<file path="config.mk">
export PLATFORM = sky130hd
export DESIGN_NAME = wb_rr_arbiter2
export DESIGN_NICKNAME = d
export VERILOG_FILES = /design/src/rtl/wb_rr_arbiter2.sv
export SDC_FILE = /design/constraint.sdc
export NUM_CORES = 1
export LEC_CHECK = 0
export ABC_CLOCK_PERIOD_IN_PS = 2100
export CORE_AREA = 2 2 125 127
export CTS_CLUSTER_SIZE = 28
export DETAILED_ROUTE_END_ITERATION = 8
export DIE_AREA = 0 0 127 129
export DONT_BUFFER_PORTS = 1
export MAX_ROUTING_LAYER = met4
export SLEW_MARGIN = 20
export SYNTH_ARGS = -nofsm -noshare
export SYNTH_HDL_FRONTEND = slang
export SYNTH_SLANG_ARGS = --single-unit
</file>
<file path="constraint.sdc">
create_clock -name wb_clk_i -period 2.1 [get_ports wb_clk_i]
set_input_delay 0.315 -clock wb_clk_i [delete_from_list [all_inputs] [get_ports wb_clk_i]]
set_output_delay 0.315 -clock wb_clk_i [all_outputs]
set_load 0.05 [all_outputs]
</file>
<file path="src/rtl/wb_rr_arbiter2.sv">
// Two-master round-robin Wishbone arbiter: one registered arbitration cycle, then zero-latency muxing to the owner.
// The owner keeps the bus for its whole cyc, and the other master waits. A stalled strobe gets err after TIMEOUT+1 cycles.
module wb_rr_arbiter2 #(
   parameter int ADDR_WIDTH = 32,
   parameter int TIMEOUT    = 255
) (
   input  logic                  wb_clk_i,
   input  logic                  wb_rst_i,
   input  logic [ADDR_WIDTH-1:0] m0_adr_i,
   input  logic [31:0]           m0_dat_i,
   output logic [31:0]           m0_dat_o,
   input  logic                  m0_we_i,
   input  logic [3:0]            m0_sel_i,
   input  logic                  m0_cyc_i,
   input  logic                  m0_stb_i,
   output logic                  m0_ack_o,
   output logic                  m0_err_o,
   input  logic [ADDR_WIDTH-1:0] m1_adr_i,
   input  logic [31:0]           m1_dat_i,
   output logic [31:0]           m1_dat_o,
   input  logic                  m1_we_i,
   input  logic [3:0]            m1_sel_i,
   input  logic                  m1_cyc_i,
   input  logic                  m1_stb_i,
   output logic                  m1_ack_o,
   output logic                  m1_err_o,
   output logic [ADDR_WIDTH-1:0] s_adr_o,
   output logic [31:0]           s_dat_o,
   output logic                  s_we_o,
   output logic [3:0]            s_sel_o,
   output logic                  s_cyc_o,
   output logic                  s_stb_o,
   input  logic [31:0]           s_dat_i,
   input  logic                  s_ack_i,
   output logic [1:0]            gnt_o
);

   localparam int WDW = (TIMEOUT > 0) ? $clog2(TIMEOUT + 1) : 1;

   typedef enum logic [1:0] {
      IDLE = 2'd0,
      GNT0 = 2'd1,
      GNT1 = 2'd2
   } state_t;

   state_t         state_q, state_d;
   logic           last_q, last_d;
   logic [WDW-1:0] wdog_q, wdog_d;

   logic req0, req1;
   logic own_stb;
   logic stall;
   logic wd_fire;

   always_ff @(posedge wb_clk_i) begin
      if (wb_rst_i) begin
         state_q <= IDLE;
         last_q  <= 1'b1;
         wdog_q  <= '0;
      end else begin
         state_q <= state_d;
         last_q  <= last_d;
         wdog_q  <= wdog_d;
      end
   end

   assign req0 = m0_cyc_i & m0_stb_i;
   assign req1 = m1_cyc_i & m1_stb_i;

   always_comb begin
      own_stb = 1'b0;
      case (state_q)
         GNT0:    own_stb = m0_stb_i;
         GNT1:    own_stb = m1_stb_i;
         default: own_stb = 1'b0;
      endcase
   end

   assign stall   = own_stb & ~s_ack_i;
   assign wd_fire = (TIMEOUT > 0) && stall && (wdog_q == WDW'(TIMEOUT));

   always_comb begin
      state_d  = state_q;
      last_d   = last_q;
      wdog_d   = '0;
      s_adr_o  = '0;
      s_dat_o  = '0;
      s_we_o   = 1'b0;
      s_sel_o  = '0;
      s_cyc_o  = 1'b0;
      s_stb_o  = 1'b0;
      m0_ack_o = 1'b0;
      m0_err_o = 1'b0;
      m1_ack_o = 1'b0;
      m1_err_o = 1'b0;
      case (state_q)
         IDLE: begin
            // last_q names the previous owner, so a tie goes to the other one
            if (req0 && (!req1 || last_q)) begin
               state_d = GNT0;
               last_d  = 1'b0;
            end else if (req1) begin
               state_d = GNT1;
               last_d  = 1'b1;
            end
         end
         GNT0: begin
            s_adr_o  = m0_adr_i;
            s_dat_o  = m0_dat_i;
            s_we_o   = m0_we_i;
            s_sel_o  = m0_sel_i;
            s_cyc_o  = m0_cyc_i & ~wd_fire;
            s_stb_o  = m0_stb_i & ~wd_fire;
            m0_ack_o = s_ack_i & ~wd_fire;
            m0_err_o = wd_fire;
            if ((TIMEOUT > 0) && stall && !wd_fire) wdog_d = wdog_q + 1'b1;
            if (!m0_cyc_i || wd_fire) state_d = IDLE;
         end
         GNT1: begin
            s_adr_o  = m1_adr_i;
            s_dat_o  = m1_dat_i;
            s_we_o   = m1_we_i;
            s_sel_o  = m1_sel_i;
            s_cyc_o  = m1_cyc_i & ~wd_fire;
            s_stb_o  = m1_stb_i & ~wd_fire;
            m1_ack_o = s_ack_i & ~wd_fire;
            m1_err_o = wd_fire;
            if ((TIMEOUT > 0) && stall && !wd_fire) wdog_d = wdog_q + 1'b1;
            if (!m1_cyc_i || wd_fire) state_d = IDLE;
         end
         default: state_d = IDLE;
      endcase
   end

   assign m0_dat_o = s_dat_i;
   assign m1_dat_o = s_dat_i;
   assign gnt_o    = {state_q == GNT1, state_q == GNT0};

endmodule

</file>
==> reports/qor.csv, run 1 <==
metric,value,unit
status,"finished, final reports clean",
Fin Setup TNS,0,ps
Layout Cells excl Fill,481,
TritonRoute pass-1 iters,4,
pwr dens,406,nW/µm²
warnings from Yosys,0,
area grow syn2layout,95.0,%
final period utilization,96.7,%
synthesis-stage register bit count,11,
Port Buf Inserts,0,
slew margin rel.,73.0,%
Avg Vias per Cell,4.51,
Worst path top cell family by delay,buffers and inverters,
CTS tree,done,
cell area after synthesis,2140,µm²
die width,127,µm
post-route DRC violation count,0,
Sink Count,11,
crit-path max cell delay,340,ps
Post-synth EDFFs,0,
H-tree levels,1,
maximum clock insertion buffer count,2,
met1 Track Usage GR,9.75,%
M3 GR Usage,2.33,%
Max rail drop VDD,202,µV
slew at the pin with the worst max-slew slack,405,ps
ys async rst share,0,%
gr usage total,9.80,%
Iteration-0 DRC Markers,125,
routability congestion estimate,0.779,
"Clk Latency, worst-skew pair",240,ps
"Seq/Total Area, Yosys",10.3,%
cts bufs inserted,3,
post-route ant nets,0,
Lkg Pwr,1.22,nW
ant diodes,0,
CP Max Fanout,19,
CP max stage cell,dfxtp_2,
Synthesized Nets,473,
crit path cell chain,inv_4 -> ha_4 -> buf_16 -> buf_8 -> a22oi_1 -> nor2b_4 -> buf_12,
# placed instances,472,
dpl hpwl,7100,µm
WL/cell,19.0,µm
Site Rows,45,
pre-CTS setup slack,80.0,ps
"most common cell after layout, fill and taps aside",buf_12,
Worst Path Buf+Inv,4,
largest net degree at the start of global routing,43,
most frequent cells in the layout,"buf_12 (73), nor2b_4 (69), a22oi_1 (54)",
WP data arrival,1720,ps
starting density of the core,14.3,%
Final nets,475,
min cycle time layout,2030,ps
Post-Route WL,9120,µm
final clock skew,2.26,ps
maxcap violations,0,
Mapped Avg Cell Area,7.32,µm²
"Reg clk slew, reported paths",40,ps
final hold vios,0,
Core Region,15000,µm²
overall die area,16400,µm²
I/O Pins,318,
Worst Setup Start Kind,flop,
"area leader, netlist",a22oi_1,
via count,2169,
Yosys top cell area share,24.9,%
CP Data Required Time,1780,ps
Clock Tree Root,clkbuf_16,
Worst Hold Class,input port to flop,
GRT Max-Usage Layer,met2,
DIE HEIGHT,129,µm
"top cells by area, synth","a22oi_1 (25%), buf_4 (22%), nor2b_1 (20%), dfxtp_1 (10%), clkbuf_1 (3.9%)",
Worst Slack Setup Final,69.4,ps
M2 GR Usage,19.6,%
Final Max Slew Viols,0,
CTS Hold Bufs,0,
vias in the first global route,2325,
share of layout cells above drive strength 1,65.5,%
"Distinct cells, synth",33,
power after layout,1.69,mW
Worst Setup Path Type,flop to output pin,
CP endpoint kind,output pin,
first-pass GRT wire length,12400,µm
initial antenna violation count,0,
Final setup viols,0,
cell count after synthesis,292,
Fmax,492,MHz
total global routing overflow,0,
Main synth FF type,dfxtp_1,
[area by class of cell]
type	instances	area [µm²]
inverters	3	13.8
clock buffers	4	78.8
fillers	1522	10800
multi-input cells	191	2000
well taps	188	235
flip-flops and latches	11	223
repair buffers	84	1610
[metal layers]
layer  vias to the layer above  wire length (µm)
met5                         -                 0
met4                         0                65
met3                        13               748
met2                       169              5260
met1                      1019              3050
li1                        968                 -
[flip-flops by register name, summed over array words and instances (netlist names)]
register  count
last_q        1
wdog_q        8
state_q       2
[final timing paths]
path	from	endpoint	slack, ps	cells after the start
setup / recovery	state_q[1]$_SDFFE_PP0P_	s_dat_o[9]	70	7
hold / removal	wb_rst_i	last_q$_SDFFE_PP1P_	180	1
setup reg to reg	state_q[1]$_SDFFE_PP0P_	state_q[0]$_SDFFE_PP0P_	160	7
hold reg to reg	wdog_q[0]$_SDFF_PP0_	wdog_q[0]$_SDFF_PP0_	480	1
[logic make-up (layout without fill, tap and decap cells)]
group | after synthesis | count (layout) | share of synthesized area, %
AOI/OAI and AO/OA | 78 | 78 | 27.5
DFF | 11 | 11 | 10.3
and+or+nand+nor | 101 | 101 | 29.4
buffers and inverters | 90 | 91 | 27.1
xor gates and xnor gates | 6 | 6 | 2.46
muxes | 2 | 2 | 0.936
adders and majority gates | 4 | 4 | 2.34
[synth_stat cells (2+ instances only)]
cell type / number
and2_1: 2
xor2_1: 5
nor2_1: 10
dfxtp_1: 11
mux2i_1: 2
ha_1: 4
nand3_1: 4
buf_4: 64
a22oi_1: 71
nand2b_1: 2
nor2b_1: 69
nand2_1: 2
inv_1: 3
clkbuf_1: 22
and3_2: 3
[stage by stage]
| stage | hold slack, ps | area (µm²) | util [%] |
|---|---|---|---|
| after floorplan | 409 | 2680 | - |
| after global placement | 415 | 3880 | 25.9 |
| after detailed placement | 421 | 3880 | 25.9 |
| after CTS | 173 | 4030 | 26.9 |
| after global routing | 180 | 4170 | 27.8 |
| final | 176 | 4170 | 27.8 |
[power by group]
part           switching, mW  leakage [nW]  internal [mW]
logic                  0.572          1.09          0.553
registers            0.00566        0.0899          0.216
clock network         0.0902        0.0382          0.254
[repair_timing]
item / 4_1_cts / 5_1_grt
pin swaps: 2 / 3
endpoints found under the setup margin: 64 / 31
buffers inserted: 0 / 3
cloned: 1 / 1
gates resized for setup: 11 / 20
Note: power is estimated with default switching activity, not from simulation.
==> inputs of run 2 (changes only) <==
--- a/config.mk
+++ b/config.mk
@@ -16,3 +16,4 @@
 export SYNTH_ARGS = -nofsm -noshare
 export SYNTH_HDL_FRONTEND = slang
 export SYNTH_SLANG_ARGS = --single-unit
+export TNS_END_PERCENT = 20
==> run 2 against run 1 <==
  * Register-to-register slack improved by 100 ps
  * Worst hold slack barely moved
  * Critical path depth did not move
  * Highest routed layer unchanged
  * Clock skew fell by 0.53 ps
==> reports/qor.csv, run 2 (synthesis gave the netlist of run 1 again) <==
metric,value,unit
min cycle time layout,2030,ps
CP Max Fanout,8,
final hold vios,0,
Final setup viols,0,
Core Region,15000,µm²
r2r endpoint,state_q[0]$_SDFFE_PP0P_,
pwr dens,407,nW/µm²
"most common cell after layout, fill and taps aside",buf_12,
Final Max Slew Viols,0,
final period utilization,96.6,%
post-route DRC violation count,0,
CP Data Required Time,1780,ps
GRT Max-Usage Layer,met2,
Fin Setup TNS,0,ps
"Clk Latency, worst-skew pair",240,ps
ant diodes,0,
Top reg by flops,wdog_q,
largest net degree at the start of global routing,46,
r2r setup slk,260,ps
R2R Path Start,state_q[0]$_SDFFE_PP0P_,
cts bufs inserted,3,
slew at the pin with the worst max-slew slack,383,ps
Final nets,469,
M3 GR Usage,2.74,%
CP endpoint kind,output pin,
dpl hpwl,7460,µm
maximum clock insertion buffer count,2,
area of the multi-input gates,1910,µm²
power after layout,1.61,mW
register area,225,µm²
# placed instances,470,
starting density of the core,14.3,%
WP data arrival,1710,ps
met1 Track Usage GR,9.93,%
maxcap violations,0,
initial antenna violation count,0,
H-tree levels,1,
worst hold endpoint,last_q$_SDFFE_PP1P_,
Max rail drop VDD,230,µV
max reg flops,8,
slew margin rel.,74.5,%
gr usage total,9.65,%
Fillers,1542,
via count,2145,
Clock Tree Root,clkbuf_16,
first-pass GRT wire length,12100,µm
HP Start,wb_rst_i,
Lkg Pwr,1.16,nW
Fmax,493,MHz
most frequent cells in the layout,"buf_12 (72), a22oi_1 (70), nor2b_4 (66)",
total global routing overflow,0,
Worst Setup Start Kind,flop,
status,"finished, final reports clean",
area grow syn2layout,85.3,%
Sink Count,11,
vias in the first global route,2171,
Hold Worst Slack,176,ps
Site Rows,45,
CTS tree,done,
share of layout cells above drive strength 1,59.2,%
Worst Hold Class,input port to flop,
hold-critical path depth,1,
overall die area,16400,µm²
Port Buf Inserts,0,
post-route ant nets,0,
Register-to-Register Path Depth,7,
DIE HEIGHT,129,µm
M2 GR Usage,17.8,%
final clock skew,1.73,ps
RSZ-0062 raised after global routing,no,
biggest regs,"wdog_q (8), state_q (2), last_q (1)",
routability congestion estimate,0.871,
TritonRoute pass-1 iters,4,
"Reg clk slew, reported paths",40,ps
Post-Route WL,8790,µm
WL/cell,18.5,µm
I/O Pins,318,
Worst Setup SP,state_q[1]$_SDFFE_PP0P_,
die width,127,µm
Iteration-0 DRC Markers,114,
Avg Vias per Cell,4.52,
Layout Cells excl Fill,475,
Worst Setup Path Type,flop to output pin,
final core occ,26.4,%
## run 2: cell types whose count changed in the layout (fill, tap and decap cells not counted), moves of 2 or more
cell,change
a22oi_1,+16
a22oi_2,-16
buf_4,-4
nor2b_2,+3
nor2b_4,-3
buf_6,+2
## run 2: cell type report
class,instances,share of cell area [%]
multi-input combinational,191,48.2
timing repair buffer,78,37.9
tap,188,5.94
sequential,11,5.69
clock buffer,4,1.99
inverter,3,0.284
## run 2: worst max-delay path, cell delays in order (launching register included)
cell      delay (ps)
dfxtp_2          320
buf_4            130
ha_4             190
a22oi_2          170
nor3b_4           80
and2_4           150
nand2b_4         160
nor2_4           280
## run 2: where the power goes
part / total, mW / internal, mW / switching [mW] / leakage, nW
clock network: 0.345 / 0.255 / 0.0900 / 0.0382
logic: 1.05 / 0.503 / 0.543 / 1.03
registers: 0.221 / 0.216 / 0.00490 / 0.0902
total: 1.61 / 0.973 / 0.638 / 1.16
## run 2: metal layers
metal / wire (µm) / vias to the layer above / share of wire [%]
met5: 0 / - / 0
met4: 191 / 0 / 2.2
met3: 816 / 10 / 9.3
met2: 4860 / 181 / 55
met1: 2930 / 998 / 33
li1: - / 956 / -
## run 2: worst max path at each step
stage / cells after the start / slack (ps) / endpoint
finish: 7 / 70 / s_cyc_o
global route: 7 / 9 / s_cyc_o
CTS: 7 / 20 / s_cyc_o
detailed placement: 6 / 90 / s_cyc_o
global placement: 6 / 130 / s_cyc_o
floorplan: 6 / -50 / s_adr_o[19]
## run 2: through the flow
| stage | cell area, µm² | worst slack (ps) |
|---|---|---|
| final | 3960 | 71.4 |
| after global routing | 3960 | 9.05 |
| after CTS | 3940 | 18.4 |
| after detailed placement | 3840 | 88.1 |
| after global placement | 3840 | 130 |
| after floorplan | 2670 | -45.7 |
## run 2: timing repair
action / CTS / global route
setup endpoints to repair: 42 / 3
resized for setup: 9 / 4
buffers inserted: 0 / 1
hold buffers: 0 / 0
endpoints found under the hold margin: 0 / 0
pin swaps: 3 / 3
